==> src/rtl/switch_reader.sv <==
// switch_reader: memory-mapped input port for 24 DIP switches and a confirm key.
// Raw inputs pass through a 2-flop synchroniser and a stability debouncer.
// A sticky key_pending flag records each debounced key press until the CPU
// reads register 3, which clears it. read_data is zero when not selected,
// so it can be OR-ed onto the shared IO read bus.
module switch_reader #(
  parameter int DEBOUNCE_CYCLES = 20000,
  parameter int CNT_W           = 15
) (
  input  logic        clock,
  input  logic        reset,
  input  logic        SwitchCtrl,
  input  logic        ioRead,
  input  logic [1:0]  switchAddr,
  input  logic [23:0] switches,
  input  logic        confirm_key,
  output logic [15:0] read_data,
  output logic        key_pending
);

  // Count value at which a held candidate is accepted; the counter parks here.
  localparam logic [CNT_W-1:0] CNT_LAST = CNT_W'(DEBOUNCE_CYCLES - 1);

  // Switch path: synchroniser, shared-group debouncer.
  logic [23:0]      sync1_sw_q,  sync1_sw_d;
  logic [23:0]      sync2_sw_q,  sync2_sw_d;
  logic [23:0]      cand_sw_q,   cand_sw_d;
  logic [CNT_W-1:0] cnt_sw_q,    cnt_sw_d;
  logic [23:0]      stable_sw_q, stable_sw_d;

  // Key path: same structure, one bit wide.
  logic             sync1_key_q,  sync1_key_d;
  logic             sync2_key_q,  sync2_key_d;
  logic             cand_key_q,   cand_key_d;
  logic [CNT_W-1:0] cnt_key_q,    cnt_key_d;
  logic             stable_key_q, stable_key_d;

  // Sticky press flag and its set/clear terms.
  logic key_pending_q, key_pending_d;
  logic key_set;
  logic key_clr;
  logic sel_read;

  assign sel_read = SwitchCtrl && ioRead;

  // Synchronisers: sync2 is the only copy used by the debouncers.
  always_comb begin
    sync1_sw_d  = switches;
    sync2_sw_d  = sync1_sw_q;
    sync1_key_d = confirm_key;
    sync2_key_d = sync1_key_q;
  end

  // Switch debouncer: any bit change restarts the shared count.
  always_comb begin
    cand_sw_d   = cand_sw_q;
    cnt_sw_d    = cnt_sw_q;
    stable_sw_d = stable_sw_q;
    if (sync2_sw_q != cand_sw_q) begin
      cand_sw_d = sync2_sw_q;
      cnt_sw_d  = '0;
    end else if (cnt_sw_q == CNT_LAST) begin
      stable_sw_d = cand_sw_q;
    end else begin
      cnt_sw_d = cnt_sw_q + 1'b1;
    end
  end

  // Key debouncer: identical rule on the single key bit.
  always_comb begin
    cand_key_d   = cand_key_q;
    cnt_key_d    = cnt_key_q;
    stable_key_d = stable_key_q;
    if (sync2_key_q != cand_key_q) begin
      cand_key_d = sync2_key_q;
      cnt_key_d  = '0;
    end else if (cnt_key_q == CNT_LAST) begin
      stable_key_d = cand_key_q;
    end else begin
      cnt_key_d = cnt_key_q + 1'b1;
    end
  end

  // Press flag: set on the edge the debounced key rises; set beats clear so
  // a press coinciding with a status read is never lost.
  always_comb begin
    key_set       = stable_key_d && !stable_key_q;
    key_clr       = sel_read && (switchAddr == 2'b11);
    key_pending_d = key_pending_q;
    if (key_set) begin
      key_pending_d = 1'b1;
    end else if (key_clr) begin
      key_pending_d = 1'b0;
    end
  end

  // All state registers, cleared asynchronously by reset.
  always_ff @(posedge clock or posedge reset) begin
    if (reset) begin
      sync1_sw_q    <= '0;
      sync2_sw_q    <= '0;
      cand_sw_q     <= '0;
      cnt_sw_q      <= '0;
      stable_sw_q   <= '0;
      sync1_key_q   <= 1'b0;
      sync2_key_q   <= 1'b0;
      cand_key_q    <= 1'b0;
      cnt_key_q     <= '0;
      stable_key_q  <= 1'b0;
      key_pending_q <= 1'b0;
    end else begin
      sync1_sw_q    <= sync1_sw_d;
      sync2_sw_q    <= sync2_sw_d;
      cand_sw_q     <= cand_sw_d;
      cnt_sw_q      <= cnt_sw_d;
      stable_sw_q   <= stable_sw_d;
      sync1_key_q   <= sync1_key_d;
      sync2_key_q   <= sync2_key_d;
      cand_key_q    <= cand_key_d;
      cnt_key_q     <= cnt_key_d;
      stable_key_q  <= stable_key_d;
      key_pending_q <= key_pending_d;
    end
  end

  // Read mux: zero-latency view of registered state; idle value is zero for
  // the wired-OR bus. Register 3 shows the flag before any clear takes effect.
  always_comb begin
    read_data = 16'h0000;
    if (sel_read) begin
      case (switchAddr)
        2'b00, 2'b01: read_data = stable_sw_q[15:0];
        2'b10:        read_data = {8'h00, stable_sw_q[23:16]};
        default:      read_data = {15'h0000, key_pending_q};
      endcase
    end
  end

  assign key_pending = key_pending_q;

endmodule

==> config.mk <==
export PLATFORM = sky130hd
export DESIGN_NAME = switch_reader
export DESIGN_NICKNAME = d
export VERILOG_FILES = /design/src/rtl/switch_reader.sv
export SDC_FILE = /design/constraint.sdc
export NUM_CORES = 1
export LEC_CHECK = 0
export BUFFER_PORTS_ARGS = -buffer_cell sky130_fd_sc_hd__clkbuf_2
export CAP_MARGIN = 5
export CORE_MARGIN = 8
export CORE_UTILIZATION = 45
export CTS_CLUSTER_DIAMETER = 40
export CTS_CLUSTER_SIZE = 14
export DETAILED_ROUTE_END_ITERATION = 7
export MAX_ROUTING_LAYER = met4
export SLEW_MARGIN = 20
export SYNTH_ARGS = -nofsm -noshare
export SYNTH_HDL_FRONTEND = slang
export SYNTH_SLANG_ARGS = --single-unit
==> constraint.sdc <==
create_clock -name clock -period 5.2 [get_ports clock]
set_input_delay 0.26 -clock clock [delete_from_list [all_inputs] [get_ports clock]]
set_output_delay 0.26 -clock clock [all_outputs]
set_load 0.02 [all_outputs]
==> flow_summary.yaml <==
hold_path:
  hold_class: "primary input to flop"
  min-delay-start: "SwitchCtrl"
timing:
  clock_period_minus_worst_slack_ns: 2.48
  timing.final.setup_violations: 0
  final.setup.tns_ns: 0
  transition_time_of_the_tightest_slew_check_pin_ns: 0.908
  max_clock_freq_mhz: 402
  drv_slew: 0
  slew-limit-headroom: 0.394
  rsz_0062_raised_after_global_routing: "false"
  hold_viol: 0
  worst_clock_skew_ns: 0.0122
  period_share: 0.478
clock_tree:
  clock_tree.htree_level_count: 4
  tritoncts: "built"
  tritoncts.num_buffers: 17
  post_cts_setup_buffer_count: 0
  clkSinkCount: 131
  clkLatencyLatePin_ns: 0.51
  clockRootBuffer: "clkbuf_8"
  cts_buffer_depth: 2
  cts.reportedPaths.clkPinSlew_ns: 0.06
power_and_ir_drop:
  vdd_ir_drop_max_v: 0.000250
  power_leakage_nw: 2.81
  power_density_mw_per_mm2: 391
  power.total_mw: 2.36
place:
  place_congestion: 0.821
  placed_area_mm2: 0.00516
  port-buffer-count: 47
  hpwl_um: 5320
routing:
  detail_route.wl_per_cell_um: 14.4
  remaining_drc_errors: 0
  drt_iter0_drc: 87
  viasPerCell: 4.79
  drtAntennaViolNets: 0
  vias_post_dr: 2790
  drt-pass1-iter-count: 4
  postRouteWirelength_um: 8400
grt:
  grt-ovfl-total: 0
  globalRouteTotalUtil: 0.133
  grt_start_max_net_pins: 77
  antenna_found_initial: 0
  grt_pass1_wl_um: 14600
  grt_pass1_vias: 2983
yosys:
  ys_seq_elements: 131
  yosysUniqueCellTypes: 33
  post_synth_main_area_contributors: "dfrtp_1 (67%), xnor2_1 (5.0%), mux2_1 (4.6%), xor2_1 (4.0%), nor2_1 (2.6%)"
  syn_inst: 366
  ys.warnings.count: 0
  synth.largest_area_cell: "dfrtp_1"
  yosysSeqAreaShare: 0.674
  post_synthesis_cell_area_mm2: 0.00486
  avgSynthCellArea_um2: 13.3
  post-synth-top-area-fraction: 0.674
  synthArstFlopShare: 1.00
  synth-edff-count: 0
  yosys_most_used_dff: "dfrtp_1"
  mappedNetlistNets: 399
floorplanning:
  io-pin-count: 48
  std_cell_rows: 38
  die_area_mm2: 0.0144
  floorplan.die.height_um: 120
  design.core.area_mm2: 0.0107
  fp.dieW_um: 120
  floorplan.initialDensity: 0.455
layout:
  final_layout_size_suffix_gt1_frac: 0.210
  antenna-diode-count: 0
  layout.nets: 462
  area_growth_syn_to_layout_pct: 24.4
  final_design_area_no_fill_mm2: 0.00605
setup_path:
  critical_path.startpoint_type: "flop"
  cp.required_ns: 5.59
  critical_path_peak_fanout: 24
  crit-reg2reg-launch: "sync2_sw_q[17]"
  critPathKind: "flop to flop"
  cp-startpoint: "sync2_sw_q[17]"
  crit_arrival_ns: 2.88
  worstSetupEndpointType: "flop"
status:
  outcome: "completed"
run:
  maxCapViolations: 0
flip-flops by register name (all words and copies together), names as in the netlist:
| name | flops |
|---|---|
| sync2_key_q | 1 |
| key_pending | 1 |
| cand_sw_q | 24 |
| stable_sw_q | 24 |
| cnt_key_q | 15 |
| sync2_sw_q | 24 |
| cand_key_q | 1 |
| sync1_sw_q | 24 |
| sync1_key_q | 1 |
| cnt_sw_q | 15 |
| stable_key_q | 1 |
routing by layer:
metal  GRT usage  wire, µm
met5           -         0
met1       0.173      4200
met3      0.0390       248
met2       0.186      3810
met4      0.0695       141
cells in the mapped netlist (3+ instances only):
cell,number
and2_1,8
nand2_1,16
a31oi_1,3
and3_1,8
xor2_1,22
nor2_1,34
mux2i_1,3
mux2_1,20
clkbuf_1,28
nand3_1,9
mux2_2,4
nor3_1,6
xnor2_1,28
dfrtp_1,131
nand4_1,12
a22o_1,7
inv_1,4
through the flow:
| stage | hold slack (ns) | utilization | std cells | setup WS [ns] |
|---|---|---|---|---|
| floorplan | 0.291 | - | 366 | 1.44 |
| detailed placement | 0.335 | 0.482 | 524 | 2.71 |
| global route | 0.0807 | 0.565 | 582 | 2.52 |
| CTS | 0.0601 | 0.564 | 582 | 2.67 |
| global placement | 0.332 | 0.482 | 524 | 2.72 |
| finish | 0.0692 | 0.565 | 582 | 2.72 |
logic make-up (layout without fill, tap and decap cells):
family	Yosys count	count (layout)	share of synthesized area
DFF	131	131	0.674
and+or+nand+nor	104	104	0.112
xor gates and xnor gates	50	50	0.0900
buffers and inverters	35	111	0.0303
muxes	27	27	0.0617
AOI/OAI and AO/OA	17	17	0.0265
adders and majority gates	2	2	0.00514
path summary, 6_finish.rpt:
check	end	slack (ns)	depth (start not counted)
setup / recovery	stable_sw_q[19]	2.72	6
hold / removal	key_pending	0.07	3
hold reg to reg	sync2_sw_q[16]	0.35	0
setup reg to reg	stable_sw_q[19]	2.72	6
min in group asynchronous	sync1_sw_q[20]	0.50	3
max in group asynchronous	sync2_sw_q[4]	3.46	4
cells in the final DEF (no fill, tap or decap), types with 2 or more instances in the layout:
cell,n
clkbuf_2,47
a31oi_1,3
xor2_1,21
clkbuf_8,3
nand3_1,9
o21ai_0,2
mux2_1,20
clkbuf_16,16
mux2_2,4
nor3_1,6
a22o_1,7
a211oi_1,2
nor4_1,2
nor2b_1,2
nand2_1,16
inv_1,3
mux2i_1,3
and2_1,8
xnor2_1,28
inv_6,4
nor2_1,33
dlygate4sd3_1,26
nand4_1,12
nor4_2,2
ha_1,2
bufinv_16,3
and3_1,8
clkinvlp_4,4
dfrtp_1,131
clkinv_4,2
buf_4,2
power by group:
part	leakage, nW	internal [mW]	switching (mW)
clock	0.288	0.763	0.444
combinational	0.869	0.0392	0.0438
sequential	1.65	1.05	0.0212
total	2.81	1.86	0.509
area by class of cell:
cell class                      count  area (µm²)
Multi-Input combinational cell    200        1450
Inverter                            4        17.5
Clock buffer                       19         442
Timing Repair Buffer               75         510
Fill cell                         875        4650
Clock inverter                     13         173
Sequential cell                   131        3280
Tap cell                          140         175
critical path, cell delays in order, from the launching register on:
cell and delay [ns]:
dfrtp_1 0.41, xnor2_1 0.17, nand4_1 0.17, nor4_1 0.58
nor4b_4 0.30, buf_4 0.36, mux2_2 0.37
repair_timing:
| action | CTS | global route |
|---|---|---|
| gates resized for setup | 0 | 0 |
| setup endpoints to repair | 0 | 0 |
| endpoints found under the hold margin | 100 | 0 |
| hold buffers | 26 | 0 |
(Power assumes the default switching activity.)
